<file path="src/rtl/nibble_serial_adder.sv">
// nibble_serial_adder
//   Multi-cycle WIDTH-bit adder built around a single 4-bit slice. Operands are
//   latched on the input handshake, then one nibble is added per clock, least
//   significant first, with the carry held in a register between nibbles.
//   The result is presented with a valid/ready handshake and held until taken.
//
//   state | meaning
//   IDLE  | waiting for an operand bundle; in_ready high
//   RUN   | adding one nibble per cycle; busy high
//   DONE  | result valid; waiting for the consumer to take it
//
// Ports:
//   clk        clock, rising edge
//   rst_n      asynchronous active-low reset
//   in_valid   operand bundle (a, b, cin) valid
//   in_ready   block can accept an operand bundle (IDLE only)
//   a, b       WIDTH-bit operands
//   cin        carry into nibble 0
//   out_valid  sum/cout/ovf valid (DONE)
//   out_ready  consumer accepts the result
//   sum        registered result, (a + b + cin) mod 2^WIDTH
//   cout       carry out of the MSB
//   ovf        signed overflow (carry into MSB xor carry out of MSB)
//   busy       high while in RUN

module nibble_serial_adder #(
    parameter int WIDTH = 16
) (
    input  logic             clk,
    input  logic             rst_n,
    input  logic             in_valid,
    output logic             in_ready,
    input  logic [WIDTH-1:0] a,
    input  logic [WIDTH-1:0] b,
    input  logic             cin,
    output logic             out_valid,
    input  logic             out_ready,
    output logic [WIDTH-1:0] sum,
    output logic             cout,
    output logic             ovf,
    output logic             busy
);

    localparam int NIBS = WIDTH / 4;
    localparam int IW   = (NIBS > 1) ? $clog2(NIBS) : 1;

    localparam logic [1:0] IDLE = 2'd0;
    localparam logic [1:0] RUN  = 2'd1;
    localparam logic [1:0] DONE = 2'd2;

    localparam logic [IW-1:0] LAST_IDX = IW'(NIBS - 1);

    logic [1:0]       state;
    logic [IW-1:0]    idx;
    logic             carry;
    logic [WIDTH-1:0] a_lat;
    logic [WIDTH-1:0] b_lat;

    logic [3:0]       a_nib;
    logic [3:0]       b_nib;
    logic [4:0]       nib_sum;
    logic [3:0]       low3_sum;
    logic [IW+1:0]    bit_base;

    // Bit offset of the current nibble: idx * 4.
    assign bit_base = {idx, 2'b00};
    assign a_nib    = a_lat[bit_base +: 4];
    assign b_nib    = b_lat[bit_base +: 4];
    assign nib_sum  = {1'b0, a_nib} + {1'b0, b_nib} + {4'b0000, carry};
    // Sum of the low three bits exposes the carry into bit 3 for overflow.
    assign low3_sum = {1'b0, a_nib[2:0]} + {1'b0, b_nib[2:0]} + {3'b000, carry};

    assign in_ready  = (state == IDLE);
    assign busy      = (state == RUN);
    assign out_valid = (state == DONE);

    always_ff @(posedge clk or negedge rst_n) begin
        if (!rst_n) begin
            state <= IDLE;
            idx   <= '0;
            carry <= 1'b0;
            a_lat <= '0;
            b_lat <= '0;
            sum   <= '0;
            cout  <= 1'b0;
            ovf   <= 1'b0;
        end else begin
            case (state)
                IDLE: begin
                    if (in_valid) begin
                        a_lat <= a;
                        b_lat <= b;
                        carry <= cin;
                        sum   <= '0;
                        idx   <= '0;
                        state <= RUN;
                    end
                end
                RUN: begin
                    sum[bit_base +: 4] <= nib_sum[3:0];
                    carry              <= nib_sum[4];
                    if (idx == LAST_IDX) begin
                        cout  <= nib_sum[4];
                        ovf   <= low3_sum[3] ^ nib_sum[4];
                        idx   <= '0;
                        state <= DONE;
                    end else begin
                        idx <= idx + 1'b1;
                    end
                end
                DONE: begin
                    if (out_ready) begin
                        state <= IDLE;
                    end
                end
                default: begin
                    state <= IDLE;
                end
            endcase
        end
    end

endmodule
</file>
<file path="config.mk">
export PLATFORM = sky130hd
export DESIGN_NAME = nibble_serial_adder
export DESIGN_NICKNAME = d
export VERILOG_FILES = /design/src/rtl/nibble_serial_adder.sv
export SDC_FILE = /design/constraint.sdc
export NUM_CORES = 1
export LEC_CHECK = 0
export CAP_MARGIN = 10
export CORE_MARGIN = 8
export CORE_UTILIZATION = 54
export DETAILED_ROUTE_END_ITERATION = 10
export PLACE_DENSITY = 0.85
export SYNTH_ARGS = -nofsm -noshare
export SYNTH_HDL_FRONTEND = slang
export SYNTH_SLANG_ARGS = --single-unit
</file>
<file path="constraint.sdc">
create_clock -name clk -period 6.3 [get_ports clk]
set_clock_uncertainty 0.05 [all_clocks]
set_input_delay 0.63 -clock clk [delete_from_list [all_inputs] [get_ports clk]]
set_output_delay 0.63 -clock clk [all_outputs]
set_load 0.01 [all_outputs]
</file>
==> flow_summary.yaml <==
yosys:
  synth_area_leaders: "dfrtp_1 (54%), mux2_2 (12%), mux4_2 (7.0%)"
  synth_nets: 224
  syn-instance-count: 178
  postSynthAreaPerCell_sq_um: 14.4
  synth-seq-cells: 55
  synthDominantCellAreaShare: 0.536
  netlist-cell-type-count: 32
  synthDominantAreaCellType: "dfrtp_1"
  sequential_to_total_area_share_from_yosys_stat: 0.536
  syn_area_sq_um: 2570
  number_of_warnings_printed_during_yosys_synthesis: 0
final_layout:
  final_non_filler_cell_total: 292
  nets: 283
  layout-area-overhead-vs-synth_pct: 26.3
  final_cell_mix: "clkdlybuf4s50_1 (56), dfrtp_1 (55), mux2_2 (28), a22o_1 (16), nand2_1 (10)"
  multi_input_combinational_cell_area_sq_um: 1100
  layout.cells.most_common: "clkdlybuf4s50_1"
  filler_cell_count: 344
  register_area_sq_um: 1380
  antenna_cells: 0
  drive_above_1_share: 0.227
sta:
  slew_at_the_pin_with_the_worst_max_slew_slack_ns: 0.756
  final_max_slew_viol_count: 0
  timing.final.crit_share: 0.456
  layout_min_cycle_time_ns: 2.87
  unrepaired_setup_endpoints_after_global_routing: "false"
  setup_violations: 0
  fin_setup_tns_ns: 0
  worst_slew_margin_rel: 0.496
  fmax_mhz: 348
  finalHoldViolCount: 0
floorplanning:
  ioPinCount: 58
  dieHeight_microns: 85.0
  floorplan.initialDensity: 0.551
  die_x_microns: 85.0
  core_region_area_sq_um: 4660
  row_count: 25
  floorplan.die_area_sq_um: 7220
pwr:
  sw_frac_of_total: 0.390
  combPwrFrac: 0.535
  post-layout-total-power_mw: 1.80
  power_per_cell_area_nw_per_um2: 554
  power.share.clock: 0.107
  p_switching_uw: 701
  part_of_the_power_in_registers: 0.358
  power.internal_mw: 1.09
  total_leakage_power_nw: 1.39
  ir_drop_mv: 0.384
cts:
  cts-hold-fix-buffers: 0
  cts_resized: 0
  cts_made_buffers: 5
  clkLatencyLatePin_ns: 0.30
  tritoncts: "built"
  cts-htree-levels: 2
  cts_root_buf: "clkbuf_8"
  cts.path.max_buffers: 2
  cts_sinks: 55
  cts.repair_timing.setup_buffer_count: 0
  reg_clk_slew_reported_paths_ns: 0.10
global_routing:
  gr-usage-all-layers: 0.149
  grt_max_degree: 56
  antenna_found_initial: 0
  grt_pass1_wl_microns: 8690
  number_of_global_route_vias_before_repair: 1847
  globalRouteOverflowTotal: 0
route:
  postRouteAntennaNets: 0
  post_drt_wl_per_cell_microns: 17.4
  dr.first_iter.drc_count: 74
  drt-pass1-iter-count: 4
  viasPerCell: 5.67
  dr_total_vias: 1656
  drt_wl_total_microns: 5080
  drc: 0
worst_setup_path:
  worst_setup_path_start_kind: "flop"
  critPathMaxFanout: 16
  worst_setup_path_end_kind: "flop"
  cp.required_ns: 6.45
  timing_worst_setup_path_type: "reg2reg"
  worstRegToRegCells: 6
  data_arrival_critical_path_ns: 3.02
placement:
  placement.io_buffers: 57
  placed_cells_incl_taps: 284
  gp_congestion: 0.778
  dp_hpwl_microns: 3850
worst_hold_path:
  min_path_type: "in2async"
run:
  maxCapViolCount: 0
status:
  outcome: "completed"
## layout make-up
| class | count | area share |
|---|---|---|
| Multi-Input combinational cell | 108 | 0.340 |
| Clock buffer | 5 | 0.0212 |
| Inverter | 8 | 0.00926 |
| Sequential cell | 55 | 0.424 |
| Timing Repair Buffer | 59 | 0.179 |
| Clock inverter | 3 | 0.00579 |
| Tap cell | 54 | 0.0208 |
## final timing paths
check / slack [ns] / to / start
setup / recovery: 3.43 / sum[3]$_DFFE_PN0P_ / idx[0]$_DFFE_PN0P_
hold / removal: 0.39 / sum[10]$_DFFE_PN0P_ / rst_n
setup reg to reg: 3.43 / sum[3]$_DFFE_PN0P_ / idx[0]$_DFFE_PN0P_
hold reg to reg: 0.44 / b_lat[8]$_DFFE_PN0P_ / b_lat[8]$_DFFE_PN0P_
max in group asynchronous: 5.36 / b_lat[15]$_DFFE_PN0P_ / rst_n
min in group clk: 0.44 / b_lat[8]$_DFFE_PN0P_ / b_lat[8]$_DFFE_PN0P_
## flip-flops by register name, indices dropped and copies added (netlist names)
signal / count
sum: 16
idx: 2
b_lat: 16
carry: 1
ovf: 1
a_lat: 16
cout: 1
state: 2
## logic make-up after synthesis
logic type | after synthesis | share of synthesized area
xor+xnor | 3 | 0.0102
mux | 40 | 0.210
fa+ha+maj | 9 | 0.0497
buf+inv | 15 | 0.0356
simple gates | 25 | 0.0628
compound gates | 31 | 0.0955
flops | 55 | 0.536
## cell usage after synthesis
cell       count
dfrtp_1       55
mux2_2        28
a22o_1        16
nand2_1       10
inv_1          8
mux4_2         8
ha_1           7
a21o_1         5
buf_6          4
mux2_1         4
nand2b_1       4
nor2_1         3
o21ai_0        3
xnor2_1        3
fa_1           2
o31ai_1        2
a21oi_1        1
a22oi_2        1
buf_2          1
buf_4          1
clkbuf_1       1
nand2b_4       1
nand3_1        1
nor2_2         1
nor2b_1        1
nor3_2         1
nor3b_4        1
nor4_2         1
nor4b_2        1
o21ai_1        1
o22ai_1        1
o2bb2ai_1      1
## worst max-delay path: stages, from the launching register on
cell     delay [ns]
dfrtp_1        0.84
mux4_2         0.61
fa_1           0.42
a21o_1         0.17
a21oi_1        0.26
xnor2_1        0.18
a22o_1         0.24
## through the flow
| step | instance area, sq um | worst slack (ns) | util | hold WS (ns) |
|---|---|---|---|---|
| after floorplan | 2570 | 3.71 | - | 0.284 |
| after global placement | 3160 | 3.49 | 0.677 | 0.413 |
| after detailed placement | 3160 | 3.42 | 0.677 | 0.422 |
| after CTS | 3240 | 3.40 | 0.696 | 0.414 |
| after global routing | 3240 | 3.16 | 0.696 | 0.444 |
| final | 3240 | 3.43 | 0.696 | 0.394 |
## routing by layer
| metal | track usage | vias up | part of all wire |
|---|---|---|---|
| li1 | - | 766 | - |
| met1 | 0.172 | 834 | 0.41 |
| met2 | 0.256 | 47 | 0.52 |
| met3 | 0.0512 | 9 | 0.059 |
| met4 | 0.0421 | 0 | 0.016 |
| met5 | 0 | - | 0 |
## power by group through the flow
stage / registers (mW) / logic [mW] / clock network (mW)
6_report: 0.643 / 0.961 / 0.191
5_1_grt: 0.667 / 1.07 / 0.212
4_1_cts: 0.647 / 0.972 / 0.199
3_5_place_dp: 0.656 / 0.963 / 0
3_3_place_gp: 0.649 / 0.934 / 0
2_1_floorplan: 0.603 / 0.725 / 0
No activity file was read; power rests on OpenSTA's default activity.
